$ cat src/rtl/lf_enc_pkg.sv
// Shared encodings for the LF bit encoder: mode codes, FSM states and the
// per-half level rule for each line code.
package lf_enc_pkg;

  localparam logic [1:0] ENC_NRZ     = 2'd0;
  localparam logic [1:0] ENC_MANCH   = 2'd1;
  localparam logic [1:0] ENC_BIPHASE = 2'd2;
  // 2'd3 is reserved and falls through to NRZ in enc_level().

  typedef enum logic [1:0] {
    ST_IDLE        = 2'd0,
    ST_FIRST_HALF  = 2'd1,
    ST_SECOND_HALF = 2'd2
  } state_t;

  // Line level for one half of a bit.
  //   b      : data bit being sent
  //   lvl    : biphase level for this bit (already toggled at bit start)
  //   second : 0 = first half, 1 = second half
  function automatic logic enc_level(input logic [1:0] mode,
                                     input logic       b,
                                     input logic       lvl,
                                     input logic       second);
    logic r;
    case (mode)
      ENC_MANCH:   r = second ? b : ~b;
      ENC_BIPHASE: r = second ? (b ? lvl : ~lvl) : lvl;
      default:     r = b;
    endcase
    return r;
  endfunction

endpackage

$ cat src/rtl/lf_half_timer.sv
// Half-bit timer: counts carrier ticks within the current half and flags the
// tick that completes it. Periods below 2 are clamped so each half lasts at
// least one tick; odd periods put the extra tick in the second half.
module lf_half_timer #(
  parameter int CNT_W = 8
) (
  input  logic             clk,
  input  logic             rst_n,
  input  logic             i_run,
  input  logic             i_tick,
  input  logic             i_second,
  input  logic [CNT_W-1:0] i_period,
  output logic             o_half_end
);

  logic [CNT_W-1:0] r_cnt;
  logic [CNT_W-1:0] w_period;
  logic [CNT_W-1:0] w_first;
  logic [CNT_W-1:0] w_second;
  logic [CNT_W-1:0] w_len;

  assign w_period   = (i_period < CNT_W'(2)) ? CNT_W'(2) : i_period;
  assign w_first    = w_period >> 1;
  assign w_second   = w_period - w_first;
  assign w_len      = i_second ? w_second : w_first;
  // The half ends on the tick that brings the count up to its length.
  assign o_half_end = i_run && i_tick && (r_cnt == w_len - CNT_W'(1));

  // Tick counter: held at zero when idle, cleared at every half boundary.
  always_ff @(posedge clk or negedge rst_n) begin
    if (!rst_n)                    r_cnt <= '0;
    else if (!i_run || o_half_end) r_cnt <= '0;
    else if (i_tick)               r_cnt <= r_cnt + CNT_W'(1);
  end

endmodule

$ cat src/rtl/lf_bit_encoder.sv
// LF transmit bit encoder: serialises bytes MSB first onto mod_out using NRZ,
// Manchester or biphase, with bit timing counted in carrier ticks. One byte
// is double-buffered so consecutive bytes stream without a gap.
module lf_bit_encoder
  import lf_enc_pkg::*;
#(
  parameter int CNT_W = 8
) (
  input  logic             clk,
  input  logic             rst_n,
  input  logic             cyc_tick,
  input  logic [CNT_W-1:0] bit_period,
  input  logic [1:0]       enc_mode,
  input  logic [7:0]       tx_data,
  input  logic             tx_valid,
  output logic             tx_ready,
  output logic             mod_out,
  output logic             busy,
  output logic             done
);

  state_t           r_state;
  logic [7:0]       r_hold;
  logic             r_hold_full;
  logic [7:0]       r_shift;
  logic [2:0]       r_bit_idx;
  logic [1:0]       r_mode;
  logic [CNT_W-1:0] r_period;
  logic             r_lvl;
  logic             r_mod;
  logic             r_busy;
  logic             r_done;

  logic w_half_end;
  logic w_accept;
  logic w_load;
  logic w_last_end;
  logic w_reload;

  assign w_accept   = tx_valid && !r_hold_full;
  assign w_load     = (r_state == ST_IDLE) && r_hold_full;
  assign w_last_end = (r_state == ST_SECOND_HALF) && w_half_end && (r_bit_idx == 3'd7);
  // Only a byte already held before the last bit ends can extend the frame.
  assign w_reload   = w_last_end && r_hold_full;

  assign tx_ready = !r_hold_full;
  assign mod_out  = r_mod;
  assign busy     = r_busy;
  assign done     = r_done;

  lf_half_timer #(.CNT_W(CNT_W)) u_timer (
    .clk        (clk),
    .rst_n      (rst_n),
    .i_run      (r_state != ST_IDLE),
    .i_tick     (cyc_tick),
    .i_second   (r_state == ST_SECOND_HALF),
    .i_period   (r_period),
    .o_half_end (w_half_end)
  );

  // Holding register: filled on handshake, emptied when moved to the shifter.
  always_ff @(posedge clk or negedge rst_n) begin
    if (!rst_n) begin
      r_hold      <= '0;
      r_hold_full <= 1'b0;
    end else if (w_load || w_reload) begin
      r_hold_full <= 1'b0;
    end else if (w_accept) begin
      r_hold      <= tx_data;
      r_hold_full <= 1'b1;
    end
  end

  // Frame FSM: bit/half sequencing, registered modulation level and status.
  always_ff @(posedge clk or negedge rst_n) begin
    if (!rst_n) begin
      r_state   <= ST_IDLE;
      r_shift   <= '0;
      r_bit_idx <= '0;
      r_mode    <= ENC_NRZ;
      r_period  <= '0;
      r_lvl     <= 1'b0;
      r_mod     <= 1'b0;
      r_busy    <= 1'b0;
      r_done    <= 1'b0;
    end else begin
      r_done <= 1'b0;
      case (r_state)
        ST_IDLE: begin
          if (r_hold_full) begin
            // Mode and period are frozen here for the whole frame.
            r_shift   <= r_hold;
            r_bit_idx <= '0;
            r_mode    <= enc_mode;
            r_period  <= bit_period;
            r_lvl     <= ~r_lvl;
            r_mod     <= enc_level(enc_mode, r_hold[7], ~r_lvl, 1'b0);
            r_busy    <= 1'b1;
            r_state   <= ST_FIRST_HALF;
          end
        end
        ST_FIRST_HALF: begin
          if (w_half_end) begin
            r_mod   <= enc_level(r_mode, r_shift[7], r_lvl, 1'b1);
            r_state <= ST_SECOND_HALF;
          end
        end
        ST_SECOND_HALF: begin
          if (w_half_end) begin
            if (r_bit_idx != 3'd7) begin
              r_shift   <= {r_shift[6:0], 1'b0};
              r_bit_idx <= r_bit_idx + 3'd1;
              r_lvl     <= ~r_lvl;
              r_mod     <= enc_level(r_mode, r_shift[6], ~r_lvl, 1'b0);
              r_state   <= ST_FIRST_HALF;
            end else if (r_hold_full) begin
              // Seamless continuation; biphase level carries over.
              r_shift   <= r_hold;
              r_bit_idx <= '0;
              r_lvl     <= ~r_lvl;
              r_mod     <= enc_level(r_mode, r_hold[7], ~r_lvl, 1'b0);
              r_state   <= ST_FIRST_HALF;
            end else begin
              r_lvl   <= 1'b0;
              r_mod   <= 1'b0;
              r_busy  <= 1'b0;
              r_done  <= 1'b1;
              r_state <= ST_IDLE;
            end
          end
        end
        default: r_state <= ST_IDLE;
      endcase
    end
  end

endmodule
$ cat config.mk
export PLATFORM = sky130hd
export DESIGN_NAME = lf_bit_encoder
export DESIGN_NICKNAME = d
export VERILOG_FILES = /design/src/rtl/lf_enc_pkg.sv /design/src/rtl/lf_half_timer.sv /design/src/rtl/lf_bit_encoder.sv
export SDC_FILE = /design/constraint.sdc
export NUM_CORES = 1
export LEC_CHECK = 0
export ABC_AREA = 1
export CORE_UTILIZATION = 46
export DETAILED_ROUTE_END_ITERATION = 10
export PLACE_DENSITY_LB_ADDON = 0.2
export SETUP_SLACK_MARGIN = 0.15
export SLEW_MARGIN = 20
export SYNTH_ARGS = -nofsm -noshare
export SYNTH_HDL_FRONTEND = slang
export SYNTH_HIERARCHICAL = 1
export SYNTH_SLANG_ARGS = --single-unit
$ cat constraint.sdc
create_clock -name clk -period 3.9 [get_ports clk]
set_clock_uncertainty 0.05 [all_clocks]
set_input_delay 0.975 -clock clk [delete_from_list [all_inputs] [get_ports clk]]
set_output_delay 0.975 -clock clk [all_outputs]
set_load 0.01 [all_outputs]
==> impl_results.md <==
- Seq/Total Area, Yosys: 0.346
- Post-Route WL: about 7000 um
- GPL Wtd Cong: 0.865
- Critical path class: register to register
- Status: finished, final reports clean
- Max Cap Viol: 0
- Cells after synthesis: 410
- CP arrival: slightly below 4 ns
- Global route total overflow: 0
- Net count after synthesis: approximately 450
- Clock sinks: 44
- IO Port Bufs: 25
- Diodes inserted: 0
- Final instance area: approximately 3800 sq um
- Layout net count: 492
- Required @ worst endpoint: 4.09 ns
- Final HPWL DP: 4880 um
- Worst slew margin: 0.636
- Site Rows: 29
- Post-synth top area cell: dfrtp_1
- Detailed-route DRC error count: 0
- Synthesized area per cell: approximately 7.8 sq um
- Yosys top cell area share: 0.346
- Detail Route Antenna Nets: 0
- Num CTS Buffers: 5
- GR Util All Layers: 0.196
- Place WS: roughly 0.11 ns
- Core Area: roughly 6500 sq um
- CTS tree: built
- DR iter-0 viols: 110
- Die Span Y: ~85 um
- Top cells by area, synth: dfrtp_1, nand2_1, nand3_1
- Antenna violations before repair: 0
- P_leak: 1.85 nW
- Final Cycle Share: 0.938
- Final setup violation count: 0
- Async SR Flop Fraction: 1.00
- Measured slew at the worst slew-check pin: roughly 0.55 ns
- Critical path launch point type: register
- CP peak stage delay: between 0.5 and 0.6 ns
- Setup TNS: 0 ns
- H-tree depth: 2
- Final setup margin: 0.243 ns
- Vias in the first global route: 2626
- Crit. End Element: register
- Global-route wire length before repair: about 11000 um
- Root Buffer: clkbuf_8
- Synth Warn #: 6
- Hold Violations, Final: 0
- Die Wd: about 85 um
- Area of the die: ~7200 sq um
- Largest net degree at the start of global routing: 45
- Cell variety after synth: 39
- Post-Syn Area: 3180 sq um
- First-pass DRT Iterations: 4
- WHS: between 0.4 and 0.5 ns
- CTS max path bufs: 2
- Layout cells sized above 1: 0.242
- Syn-to-layout area delta: 20.4%
- Top-level port count: 26
- Peak supply drop: around 0.42 mV
- Worst-skew pair later-pin latency: about 0.30 ns
- DR vias: between 2000 and 3000
- RSZ-0062 raised after global routing: true
- Slowest cell on crit path: fa_1
- Clk slew on worst S/H paths: 0.09 ns
- Crit-path max FO: 8
- Via-to-Cell Ratio: slightly above 5
- Register bit total from synthesis: between 40 and 50
- Top FF cell, synth: dfrtp_1
- EDFF count, synth: 0
- Initial core utilization: 0.489
- Cts hold-fix bufs: 0
- Pwr dens: between 800 and 900 nW/um^2
- Fmax: 273 MHz
- Min-delay worst type: register to register
- Instance area at placement: 3500 sq um
- Average wire per cell in the routed design: 13.1 um
- Max-slew violation count: 0
- Fin crit period: 3.66 ns
[layer usage]
| metal | vias to the layer above | wire [um] | track usage |
|---|---|---|---|
| met3 | 4 | 243 | 0.0350 |
| met1 | 1274 | 3040 | 0.239 |
| met2 | 50 | 3570 | 0.355 |
| met4 | 0 | 62 | 0.0570 |
| li1 | 1395 | - | - |
| met5 | - | 0 | 0 |
[report_power, final]
group | switching [mW] | total [mW] | internal (mW)
combinational | 1.31 | 2.22 | 0.911
clock | 0.173 | 0.366 | 0.193
sequential | 0.170 | 0.806 | 0.636
[synthesized netlist by cell type (5+ instances only)]
cell and count:
a21oi_1 10, o21ai_0 19, ha_1 20, nand2_1 95
inv_2 5, nor2_1 18, inv_1 57, xor2_1 6
mux2_2 14, nand3_2 5, dfrtp_1 44, nor2_2 9
nand3_1 56, nand2_2 10
[cells in the final DEF, fill, tap and decap left out, types with 2 or more instances in the layout]
| master | netlist | layout |
|---|---|---|
| nor2_1 | 18 | 17 |
| inv_1 | 57 | 50 |
| mux2_2 | 14 | 14 |
| nand2_4 | 2 | 3 |
| xor2_1 | 6 | 6 |
| inv_2 | 5 | 12 |
| o22ai_2 | 0 | 2 |
| clkbuf_8 | 0 | 5 |
| o21ai_2 | 4 | 7 |
| ha_1 | 20 | 17 |
| nor2_2 | 9 | 10 |
| buf_4 | 2 | 17 |
| nand4_1 | 2 | 2 |
| o21ai_4 | 0 | 2 |
| o21ai_1 | 3 | 5 |
| nand2_2 | 10 | 13 |
| clkdlybuf4s50_1 | 0 | 24 |
| a21oi_1 | 10 | 9 |
| o21ai_0 | 19 | 12 |
| nand2_1 | 95 | 91 |
| a21oi_4 | 1 | 2 |
| nand3_1 | 56 | 53 |
| nor3_1 | 3 | 3 |
| nand3_2 | 5 | 8 |
| dfrtp_1 | 44 | 44 |
| ha_4 | 0 | 3 |
[cells by family after synthesis]
kind of cell    count (synthesis)  synth area share
compound gates                 45            0.0858
xor+xnor                        7            0.0193
mux                            16            0.0575
buf+inv                        72            0.0949
simple gates                  205             0.311
flops                          44             0.346
fa+ha+maj                      21            0.0850
[timing repair]
action                     in CTS  in global routing
setup buffers                   2                  9
resized for setup               1                 40
cloned                          0                  0
setup endpoints to repair       9                 15
pin swaps                       0                 17
[metrics by stage]
step	instances	util	power, mW
final	527	0.589	3.39
after global routing	527	0.589	3.73
after CTS	518	0.559	3.11
after detailed placement	508	0.538	2.73
after global placement	508	0.538	2.68
after floorplan	410	-	2.34
[worst max-delay path: cells and delay by family, from the launching register on]
kind | cells | cell delay (ns)
and+or+nand+nor | 12 | 0.93
AOI/OAI and AO/OA | 6 | 0.67
adders and majority gates | 4 | 1.10
buffers and inverters | 6 | 0.44
DFF | 1 | 0.39
[sequential cells by signal (all words and copies together), names as in the netlist]
name,flops
busy,1
r_state,2
r_shift,8
r_period,8
r_bit_idx,3
mod_out,1
r_mode,2
r_hold,8
r_lvl,1
u_timer/r_cnt,8
done,1
r_hold_full,1
[cell type report]
cell class                      instances  area [sq um]
Clock buffer                            5          68.8
Sequential cell                        44          1100
Inverter                               62           233
Multi-Input combinational cell        294          1900
Fill cell                             595          2670
Clock inverter                          3          46.3
Timing Repair Buffer                   42           379
Tap cell                               77          96.3
[worst paths after layout]
kind | slack (ns) | end | from | depth (start not counted)
min in group asynchronous | 0.60 | r_mode[0]$_DFFE_PN0P_ | rst_n | 1
worst max-delay path | 0.24 | r_shift[1]$_DFFE_PN0P_ | r_period[7]$_DFFE_PN0P_ | 28
max in group asynchronous | 2.82 | u_timer/r_cnt[3]$_DFFE_PN0P_ | rst_n | 1
worst max register to register | 0.24 | r_shift[1]$_DFFE_PN0P_ | r_period[7]$_DFFE_PN0P_ | 28
worst min register to register | 0.44 | r_bit_idx[0]$_DFFE_PN0P_ | r_bit_idx[0]$_DFFE_PN0P_ | 1
worst min-delay path | 0.44 | r_bit_idx[0]$_DFFE_PN0P_ | r_bit_idx[0]$_DFFE_PN0P_ | 1
Power figures use the tool's default switching activity.
